--- config.mk ---
export PLATFORM = sky130hd
export DESIGN_NAME = id_ex_reg
export DESIGN_NICKNAME = d
export VERILOG_FILES = /design/src/rtl/rv_pkg.sv /design/src/rtl/shift_decode.sv /design/src/rtl/id_ex_reg.sv
export SDC_FILE = /design/constraint.sdc
export NUM_CORES = 1
export LEC_CHECK = 0
export ABC_AREA = 1
export BUFFER_PORTS_ARGS = -buffer_cell sky130_fd_sc_hd__buf_2
export CAP_MARGIN = 0
export CORE_UTILIZATION = 35
export DETAILED_ROUTE_END_ITERATION = 8
export HOLD_SLACK_MARGIN = 0.06
export PLACE_DENSITY = 0.68
export SYNTH_ARGS = -nofsm -noshare
export SYNTH_HDL_FRONTEND = slang
export SYNTH_SLANG_ARGS = --single-unit
--- constraint.sdc ---
create_clock -name clk -period 1.6 [get_ports clk]
set_input_delay 0.32 -clock clk [delete_from_list [all_inputs] [get_ports clk]]
set_output_delay 0.32 -clock clk [all_outputs]
set_load 0.01 [all_outputs]
--- src/rtl/rv_pkg.sv ---
// Shared RV32 decode constants and the shifter type codes used by the
// execute stage and by the decoder's legality checks.
package rv_pkg;

    typedef enum logic [6:0] {
        OPC_LOAD   = 7'b0000011,
        OPC_OP_IMM = 7'b0010011,
        OPC_STORE  = 7'b0100011,
        OPC_OP     = 7'b0110011,
        OPC_BRANCH = 7'b1100011
    } opcode_e;

    localparam logic [2:0] F3_SLL     = 3'b001;
    localparam logic [2:0] F3_SRL_SRA = 3'b101;

    typedef enum logic [1:0] {
        SHIFT_SLL = 2'b00,
        SHIFT_SRL = 2'b01,
        SHIFT_SRA = 2'b10
    } shift_type_e;

    // Only R-type, stores and branches read rs2; I-type reuses those bits as imm.
    function automatic logic uses_rs2(input logic [6:0] opcode);
        return (opcode == OPC_OP) || (opcode == OPC_STORE) || (opcode == OPC_BRANCH);
    endfunction

endpackage

--- src/rtl/shift_decode.sv ---
// Combinational decode of an RV32 instruction into barrel-shifter controls.
// Non-shift instructions yield all-zero outputs so the type code is never 11.
module shift_decode
    import rv_pkg::*;
(
    input  logic [6:0] i_opcode,
    input  logic [2:0] i_funct3,
    input  logic       i_funct7_5,
    output logic       o_shift_en,
    output logic [1:0] o_shift_type,
    output logic       o_shamt_imm
);

    logic w_is_alu;
    logic w_is_imm;

    assign w_is_alu = (i_opcode == OPC_OP) || (i_opcode == OPC_OP_IMM);
    assign w_is_imm = (i_opcode == OPC_OP_IMM);

    always_comb begin
        o_shift_en   = 1'b0;
        o_shift_type = SHIFT_SLL;
        o_shamt_imm  = 1'b0;
        if (w_is_alu && (i_funct3 == F3_SLL)) begin
            o_shift_en   = 1'b1;
            o_shift_type = SHIFT_SLL;
            o_shamt_imm  = w_is_imm;
        end else if (w_is_alu && (i_funct3 == F3_SRL_SRA)) begin
            o_shift_en   = 1'b1;
            o_shift_type = i_funct7_5 ? SHIFT_SRA : SHIFT_SRL;
            o_shamt_imm  = w_is_imm;
        end
    end

endmodule

--- src/rtl/id_ex_reg.sv ---
// ID/EX pipeline register: latches decoded operands/control, registers the
// shift decode, and raises a combinational load-use hazard against EX.
module id_ex_reg
    import rv_pkg::*;
#(
    parameter int XLEN = 32
) (
    input  logic            clk,
    input  logic            rst,
    input  logic            stall,
    input  logic            flush,
    input  logic            id_valid,
    input  logic [XLEN-1:0] id_pc,
    input  logic [XLEN-1:0] id_rs1_data,
    input  logic [XLEN-1:0] id_rs2_data,
    input  logic [XLEN-1:0] id_imm,
    input  logic [4:0]      id_rs1,
    input  logic [4:0]      id_rs2,
    input  logic [4:0]      id_rd,
    input  logic [6:0]      id_opcode,
    input  logic [2:0]      id_funct3,
    input  logic            id_funct7_5,
    input  logic            id_reg_write,
    input  logic            id_mem_read,
    input  logic            id_mem_write,
    input  logic            id_mem_to_reg,
    input  logic            id_branch,
    output logic            ex_valid,
    output logic [XLEN-1:0] ex_pc,
    output logic [XLEN-1:0] ex_rs1_data,
    output logic [XLEN-1:0] ex_rs2_data,
    output logic [XLEN-1:0] ex_imm,
    output logic [4:0]      ex_rs1,
    output logic [4:0]      ex_rs2,
    output logic [4:0]      ex_rd,
    output logic [6:0]      ex_opcode,
    output logic [2:0]      ex_funct3,
    output logic            ex_funct7_5,
    output logic            ex_reg_write,
    output logic            ex_mem_read,
    output logic            ex_mem_write,
    output logic            ex_mem_to_reg,
    output logic            ex_branch,
    output logic            ex_shift_en,
    output logic [1:0]      ex_shift_type,
    output logic            ex_shamt_imm,
    output logic            load_use_hazard
);

    // Control contract: stall freezes EX, flush/rst load a bubble, and the
    // hazard is raised ungated so the hazard unit can hold ID/PC while EX drains.
    logic            r_valid, r_funct7_5;
    logic [XLEN-1:0] r_pc, r_rs1_data, r_rs2_data, r_imm;
    logic [4:0]      r_rs1, r_rs2, r_rd;
    logic [6:0]      r_opcode;
    logic [2:0]      r_funct3;
    logic            r_reg_write, r_mem_read, r_mem_write, r_mem_to_reg, r_branch;
    logic            r_shift_en, r_shamt_imm;
    logic [1:0]      r_shift_type;

    logic            w_shift_en, w_shamt_imm;
    logic [1:0]      w_shift_type;
    logic            w_rd_match;
    logic            w_hazard;
    logic            w_bubble;
    logic            w_load;

    shift_decode u_shift_decode (
        .i_opcode     (id_opcode),
        .i_funct3     (id_funct3),
        .i_funct7_5   (id_funct7_5),
        .o_shift_en   (w_shift_en),
        .o_shift_type (w_shift_type),
        .o_shamt_imm  (w_shamt_imm)
    );

    assign w_rd_match = (r_rd == id_rs1) || (uses_rs2(id_opcode) && (r_rd == id_rs2));
    assign w_hazard   = r_valid && r_mem_read && (r_rd != 5'd0) && id_valid && w_rd_match;

    assign w_bubble = rst || flush || (!stall && w_hazard);
    assign w_load   = !stall && !w_hazard;

    always_ff @(posedge clk) begin
        if (w_bubble) begin
            r_valid      <= 1'b0;
            r_pc         <= '0;
            r_rs1_data   <= '0;
            r_rs2_data   <= '0;
            r_imm        <= '0;
            r_rs1        <= '0;
            r_rs2        <= '0;
            r_rd         <= '0;
            r_opcode     <= '0;
            r_funct3     <= '0;
            r_funct7_5   <= 1'b0;
            r_reg_write  <= 1'b0;
            r_mem_read   <= 1'b0;
            r_mem_write  <= 1'b0;
            r_mem_to_reg <= 1'b0;
            r_branch     <= 1'b0;
            r_shift_en   <= 1'b0;
            r_shift_type <= SHIFT_SLL;
            r_shamt_imm  <= 1'b0;
        end else if (w_load) begin
            r_valid      <= id_valid;
            r_pc         <= id_pc;
            r_rs1_data   <= id_rs1_data;
            r_rs2_data   <= id_rs2_data;
            r_imm        <= id_imm;
            r_rs1        <= id_rs1;
            r_rs2        <= id_rs2;
            r_rd         <= id_rd;
            r_opcode     <= id_opcode;
            r_funct3     <= id_funct3;
            r_funct7_5   <= id_funct7_5;
            r_reg_write  <= id_reg_write;
            r_mem_read   <= id_mem_read;
            r_mem_write  <= id_mem_write;
            r_mem_to_reg <= id_mem_to_reg;
            r_branch     <= id_branch;
            r_shift_en   <= w_shift_en;
            r_shift_type <= w_shift_type;
            r_shamt_imm  <= w_shamt_imm;
        end
    end

    assign ex_valid        = r_valid;
    assign ex_pc           = r_pc;
    assign ex_rs1_data     = r_rs1_data;
    assign ex_rs2_data     = r_rs2_data;
    assign ex_imm          = r_imm;
    assign ex_rs1          = r_rs1;
    assign ex_rs2          = r_rs2;
    assign ex_rd           = r_rd;
    assign ex_opcode       = r_opcode;
    assign ex_funct3       = r_funct3;
    assign ex_funct7_5     = r_funct7_5;
    assign ex_reg_write    = r_reg_write;
    assign ex_mem_read     = r_mem_read;
    assign ex_mem_write    = r_mem_write;
    assign ex_mem_to_reg   = r_mem_to_reg;
    assign ex_branch       = r_branch;
    assign ex_shift_en     = r_shift_en;
    assign ex_shift_type   = r_shift_type;
    assign ex_shamt_imm    = r_shamt_imm;
    assign load_use_hazard = w_hazard;

endmodule
Word-level counts from Yosys, hierarchy flattened
Index checks and enable logic that the tools add are counted.
{"block": "word_totals", "ff_bits": 164, "inputBits": 164, "out_inout_bits": 165, "word_cells": 52}
{"block": "classes", "n_eq_ne": 8, "n_mux": 7, "reduce_logical": 18}
{"operator": "7-bit by 6-bit == test with 1-bit output, second input constant", "count": 2}
{"operator": "5-bit == test", "count": 2}
{"operator": "1-bit logical AND", "count": 9}
{"operator": "7-bit by 5-bit == test with 1-bit output, second input constant", "count": 1}
{"operator": "7-bit == test, second input constant", "count": 1}
{"operator": "1-bit logical OR", "count": 6}
{"operator": "2-bit two-way mux", "count": 3}
{"operator": "5-bit nonzero test", "count": 1}
{"operator": "1-bit two-way mux", "count": 4}
{"operator": "3-bit by 1-bit == test with 1-bit output, second input constant", "count": 1}
{"operator": "3-bit == test, second input constant", "count": 1}
{"operator": "1-bit zero test", "count": 2}

Depth between registers and ports, before layout
{"block": "logic_depth", "word_depth": 8, "ltp_mapped": 13, "mapped_depth_nobuf": 11}

Cells and area by module
A second synthesis with hierarchy kept.
{"block": "unflattened", "cells_unflattened": 807, "area_unflattened_um2": 6307.3}
{"mod": "id_ex_reg", "n_inst": 1, "cells_per_inst": 793, "area_each_um2": 6241.0}
{"mod": "shift_decode", "n_inst": 1, "cells_per_inst": 14, "area_each_um2": 66.3}

Worst setup path after synthesis
Ideal clock, no wire load.
{"block": "synth_timing", "path_type": "reg-to-output", "from": "register r_rd[4] (netlist: ex_rd[4])", "to": "output load_use_hazard", "arrival_ns": 1.243, "t_required_ns": 1.280, "path_slack_ns": 0.037, "path_stages_with_launch": 11, "cell_sequence": "dfxtp_1 inv_1 nand2_1 nand2_1 nand2_1 nor2_1 nand2_1 nand2_1 nand2_2 clkbuf_1 inv_1"}
{"block": "synth_via", "elab_chain_len": 4, "word_cells_on_any_way": 8, "classes_between": "eq/ne (2); reduce/logical (6)"}
{"element": "start, declared", "line_no": "id_ex_reg.sv:54", "source": "logic [4:0] r_rs1, r_rs2, r_rd;"}
{"element": "start signal, assigned", "line_no": "id_ex_reg.sv:112", "source": "r_rd <= id_rd;"}
{"element": "5-bit == test / 5-bit nonzero test (equally long branches)", "line_no": "id_ex_reg.sv:77, id_ex_reg.sv:78"}
{"element": "1-bit logical AND, on equally long branches", "line_no": "id_ex_reg.sv:77, id_ex_reg.sv:78"}
{"element": "1-bit logical OR / 1-bit logical AND (equally long branches)", "line_no": "id_ex_reg.sv:77, id_ex_reg.sv:78"}
{"element": "1-bit logical AND *", "line_no": "id_ex_reg.sv:78", "source": "assign w_hazard = r_valid && r_mem_read && (r_rd != 5'd0) && id_valid && w_rd_match;"}
{"element": "end, declared", "line_no": "id_ex_reg.sv:47", "source": "output logic load_use_hazard"}
Every way passes the cells marked *; elsewhere a longest branch is shown, timed or not.

Final worst setup path
{"block": "layout_timing", "from": "register r_rd[3] (netlist: ex_rd[3])", "to": "output load_use_hazard"}
Same word-level chain as after synthesis.

==> metrics.md <==
| Metric | Value |
|---|---|
| Result of the run | finished, violations left |
| Failing checks | negative setup slack |
| Start of the worst register-to-register path | ex_rd[3]$_SDFFE_PP0P_ |
| HP Start | id_pc[13] |
| Number of setup violations in the final report | 165 |
| Number of antenna repair diodes | 0 |
| CORE AREA | 0.01796 sq mm |
| Relative max-transition margin | 0.7903 |
| Top cells by instance count after synthesis | 171 x nand2_1, 167 x nand3_1, 164 x dfxtp_1, 144 x a21oi_1, 30 x buf_2 |
| Clock share of power | 0.437 |
| Reg2Reg Setup Slack | -0.23 ns |
| Max IR drop VDD | 0.6769 mV |
| Biggest area contributors in the synthesized netlist | dfxtp_1 51%, nand3_1 13%, a21oi_1 11%, nand2_1 10%, a21oi_2 2.7% |
| Overflow left after global routing | 0 |
| Highest net fanout along the worst path | 4 |
| Mapped Cells | 802 |
| Pre-Repair DR Iteration Count | 4 |
| Hold path cells | 3 |
| Max-cap violation count | 0 |
| Die width | 137.4 um |
| Async SR Flop Fraction | 0 |
| Detailed-route wire length | 21760 um |
| CTS tree | built |
| Final Hold Fails | 0 |
| Endpoint of the worst hold-timing path | ex_pc[13]$_SDFFE_PP0P_ |
| Io pins | 329 |
| Antenna violations before repair | 0 |
| Leakage | 4.676 nW |
| Global-route usage over all layers | 0.2083 |
| Register-to-Register Path Depth | 12 |
| Yosys top cell area share | 0.5115 |
| Final Power | 9.689 mW |
| Switching pwr | 2.494 mW |
| EDFF count, synth | 0 |
| Starting Density | 0.3573 |
| Post-Place Cell Area | 0.008681 sq mm |
| Internal | 7.195 mW |
| Number of nets still failing antenna checks after routing | 0 |
| Final period util | 1.186 |
| Warning count from the yosys run | 0 |
| Worst clock skew | 0.02304 ns |
| Number of pins with negative max-slew slack in the final report | 0 |
| Main flop type after synthesis | dfxtp_1 |
| Setup CP Type | reg -> out |
| Required time of the worst setup path | 1.28 ns |
| Final Net Count | 1325 |
| Area growth from synthesis to layout | 52.65% |
| Data arrival, critical path | 1.58 ns |
| Switching power as a share of total power | 0.2574 |
| Post-synthesis register bit count | 164 |
| Worst setup EP type | primary output |
| Hold/Removal Path Class | in -> reg |
| Via count of the first global-routing pass | 6004 |
| Synthesized area divided by synthesized cell count | 8.003 sq um |
| Number of DRC violations after detailed-routing iteration 0 | 286 |
| Drt drc | 0 |
| Worst setup timing slack at the placement stage | -0.2652 ns |
| Count leader, synth | nand2_1 |
| Sequential element share of the synthesized area | 0.5115 |
| Post-route standard cell area excluding fillers | 0.009798 sq mm |
| Global placer's final weighted congestion | 0.8265 |
| Number of rows in the core area | 49 |
| Average wire per cell in the routed design | 15.51 um |
| TritonCTS Buffers | 17 |
| Unrepaired setup endpoints after global routing | true |
| Vertical extent of the die | 137.4 um |
| Hold_buf cts | 0 |
| Max frequency | 527.2 MHz |
| Filler Cells Inserted | 1664 |
| Maximum number of pins on one net before global-route repair | 61 |
| Netlist area before placement | 0.006419 sq mm |
| Worst R2R End | ex_rs2[4]$_SDFFE_PP0P_ |
| Time the worst path needs with I/O delays and setup | 1.897 ns |
| Clock transition at path regs | 0.07 ns |
| Leading area contributor after synthesis | dfxtp_1 |
| Root buffer cell | clkbuf_16 |
| Number of sinks driven by the clock tree | 164 |
| Net count after synthesis | 966 |
| Worst-case clock buffer depth | 2 |
| Number of vias after detailed routing | 6846 |
| Power share of the sequential group | 0.441 |
| Placed wire-length estimate | 14070 um |
| Setup WS post-layout | -0.2970 ns |
| Count of distinct cell types in the synthesized netlist | 18 |
| Power per cell area | 988.9 mW/mm^2 |
| Total of buffers placed on input and output ports | 328 |
| Die ar. | 0.01888 sq mm |
| Slew at the pin closest to its max-slew limit | 0.3134 ns |
| Share of cells above drive strength 1 | 0.4310 |
| Post-detailed-route via-to-cell ratio | 4.880 |
| Skew-Pair Late Insertion Delay | 0.43 ns |
| # H-tree levels | 4 |
| Global-route wire length before repair | 30680 um |
| Element type at the critical path start | flop |
| Proportion of power drawn by combinational gates | 0.122 |
## cell families after synthesis
group / after synthesis / synth area share
compound gates: 165 / 0.1404
xor+xnor: 3 / 0.004094
buf+inv: 93 / 0.08128
flops: 164 / 0.5115
simple gates: 377 / 0.2628
## stage by stage
stage            util  cells  setup TNS [ns]  hold slack [ns]
5_1_grt        0.5454   1403          -54.71           0.1482
4_1_cts        0.5328   1394          -29.18           0.1429
6_report       0.5454   1403          -32.10           0.1498
3_5_place_dp   0.4832   1350          -35.43           0.4448
3_3_place_gp   0.4832   1350          -29.77           0.4379
2_1_floorplan       -    802               0           0.4829
## timing repair
action | 4_1_cts | 5_1_grt
cloned | 7 | 7
gates resized for setup | 17 | 13
hold endpoints to repair | 0 | 0
endpoints found under the setup margin | 165 | 165
pin swaps | 7 | 3
buffers inserted | 6 | 2
## power groups by stage
stage / Combinational [mW] / Sequential [mW] / Clock, mW
CTS: 1.12 / 4.27 / 4.30
floorplan: 0.454 / 4.43 / 0
global route: 1.29 / 4.29 / 4.47
global placement: 1.07 / 4.36 / 0
finish: 1.19 / 4.27 / 4.23
detailed placement: 1.08 / 4.37 / 0
## cell type report
cell class / count / area, sq um / share of cell area
multi-input cells: 547 / 2711 / 0.2767
repair buffers: 410 / 2815 / 0.2873
well taps: 229 / 286.5 / 0.02924
clock inverters: 14 / 167.7 / 0.01711
inverters: 21 / 83.83 / 0.008556
flip-flops and latches: 164 / 3294 / 0.3362
clock buffers: 18 / 439.2 / 0.04482
## cells in the final DEF (no fill, tap or decap), types with 2 or more instances in the layout
cell type | Yosys | final
a21oi_1 | 144 | 137
a21oi_2 | 20 | 27
buf_12 | 0 | 21
buf_16 | 0 | 2
buf_2 | 30 | 327
buf_4 | 11 | 43
buf_6 | 11 | 4
buf_8 | 1 | 2
bufbuf_16 | 0 | 4
bufinv_16 | 0 | 2
clkbuf_16 | 0 | 24
clkinv_4 | 0 | 3
dfxtp_1 | 164 | 159
dfxtp_2 | 0 | 3
dfxtp_4 | 0 | 2
inv_1 | 18 | 16
inv_2 | 3 | 3
inv_4 | 0 | 2
inv_6 | 0 | 4
inv_8 | 0 | 3
nand2_1 | 171 | 169
nand2_2 | 22 | 21
nand2_4 | 0 | 2
nand2_8 | 0 | 3
nand3_1 | 167 | 167
nand4_1 | 3 | 3
nor2_1 | 14 | 13
xnor2_1 | 2 | 2
## layer usage
metal  track usage  vias to the layer above  routed length [um]
li1              -                     3420                   -
met1        0.2638                     3163                9410
met2        0.3462                      232               10600
met3       0.05040                       31                1297
met4       0.06593                        0                 443
met5             0                        -                   0
## worst max-delay path: stages (launching register included)
cell and delay, ns:
dfxtp_4 0.37, nor2_2 0.04, nor2_1 0.10, nand2_1 0.06, nor2_1 0.10, nand2_1 0.07
nand2_2 0.09, nand2_4 0.07, buf_12 0.13, inv_4 0.04, buf_6 0.09
## how the worst max path moves through the flow
stage,start,end,slack [ns]
floorplan,ex_rd[4]$_SDFFE_PP0P_,load_use_hazard,0.04
global placement,id_opcode[3],load_use_hazard,-0.21
detailed placement,id_opcode[3],ex_rs1_data[15]$_SDFFE_PP0P_,-0.27
CTS,ex_rd[3]$_SDFFE_PP0P_,load_use_hazard,-0.35
global route,ex_rd[1]$_SDFFE_PP0P_,load_use_hazard,-0.41
finish,ex_rd[3]$_SDFFE_PP0P_,load_use_hazard,-0.30
(Power assumes the default switching activity.)
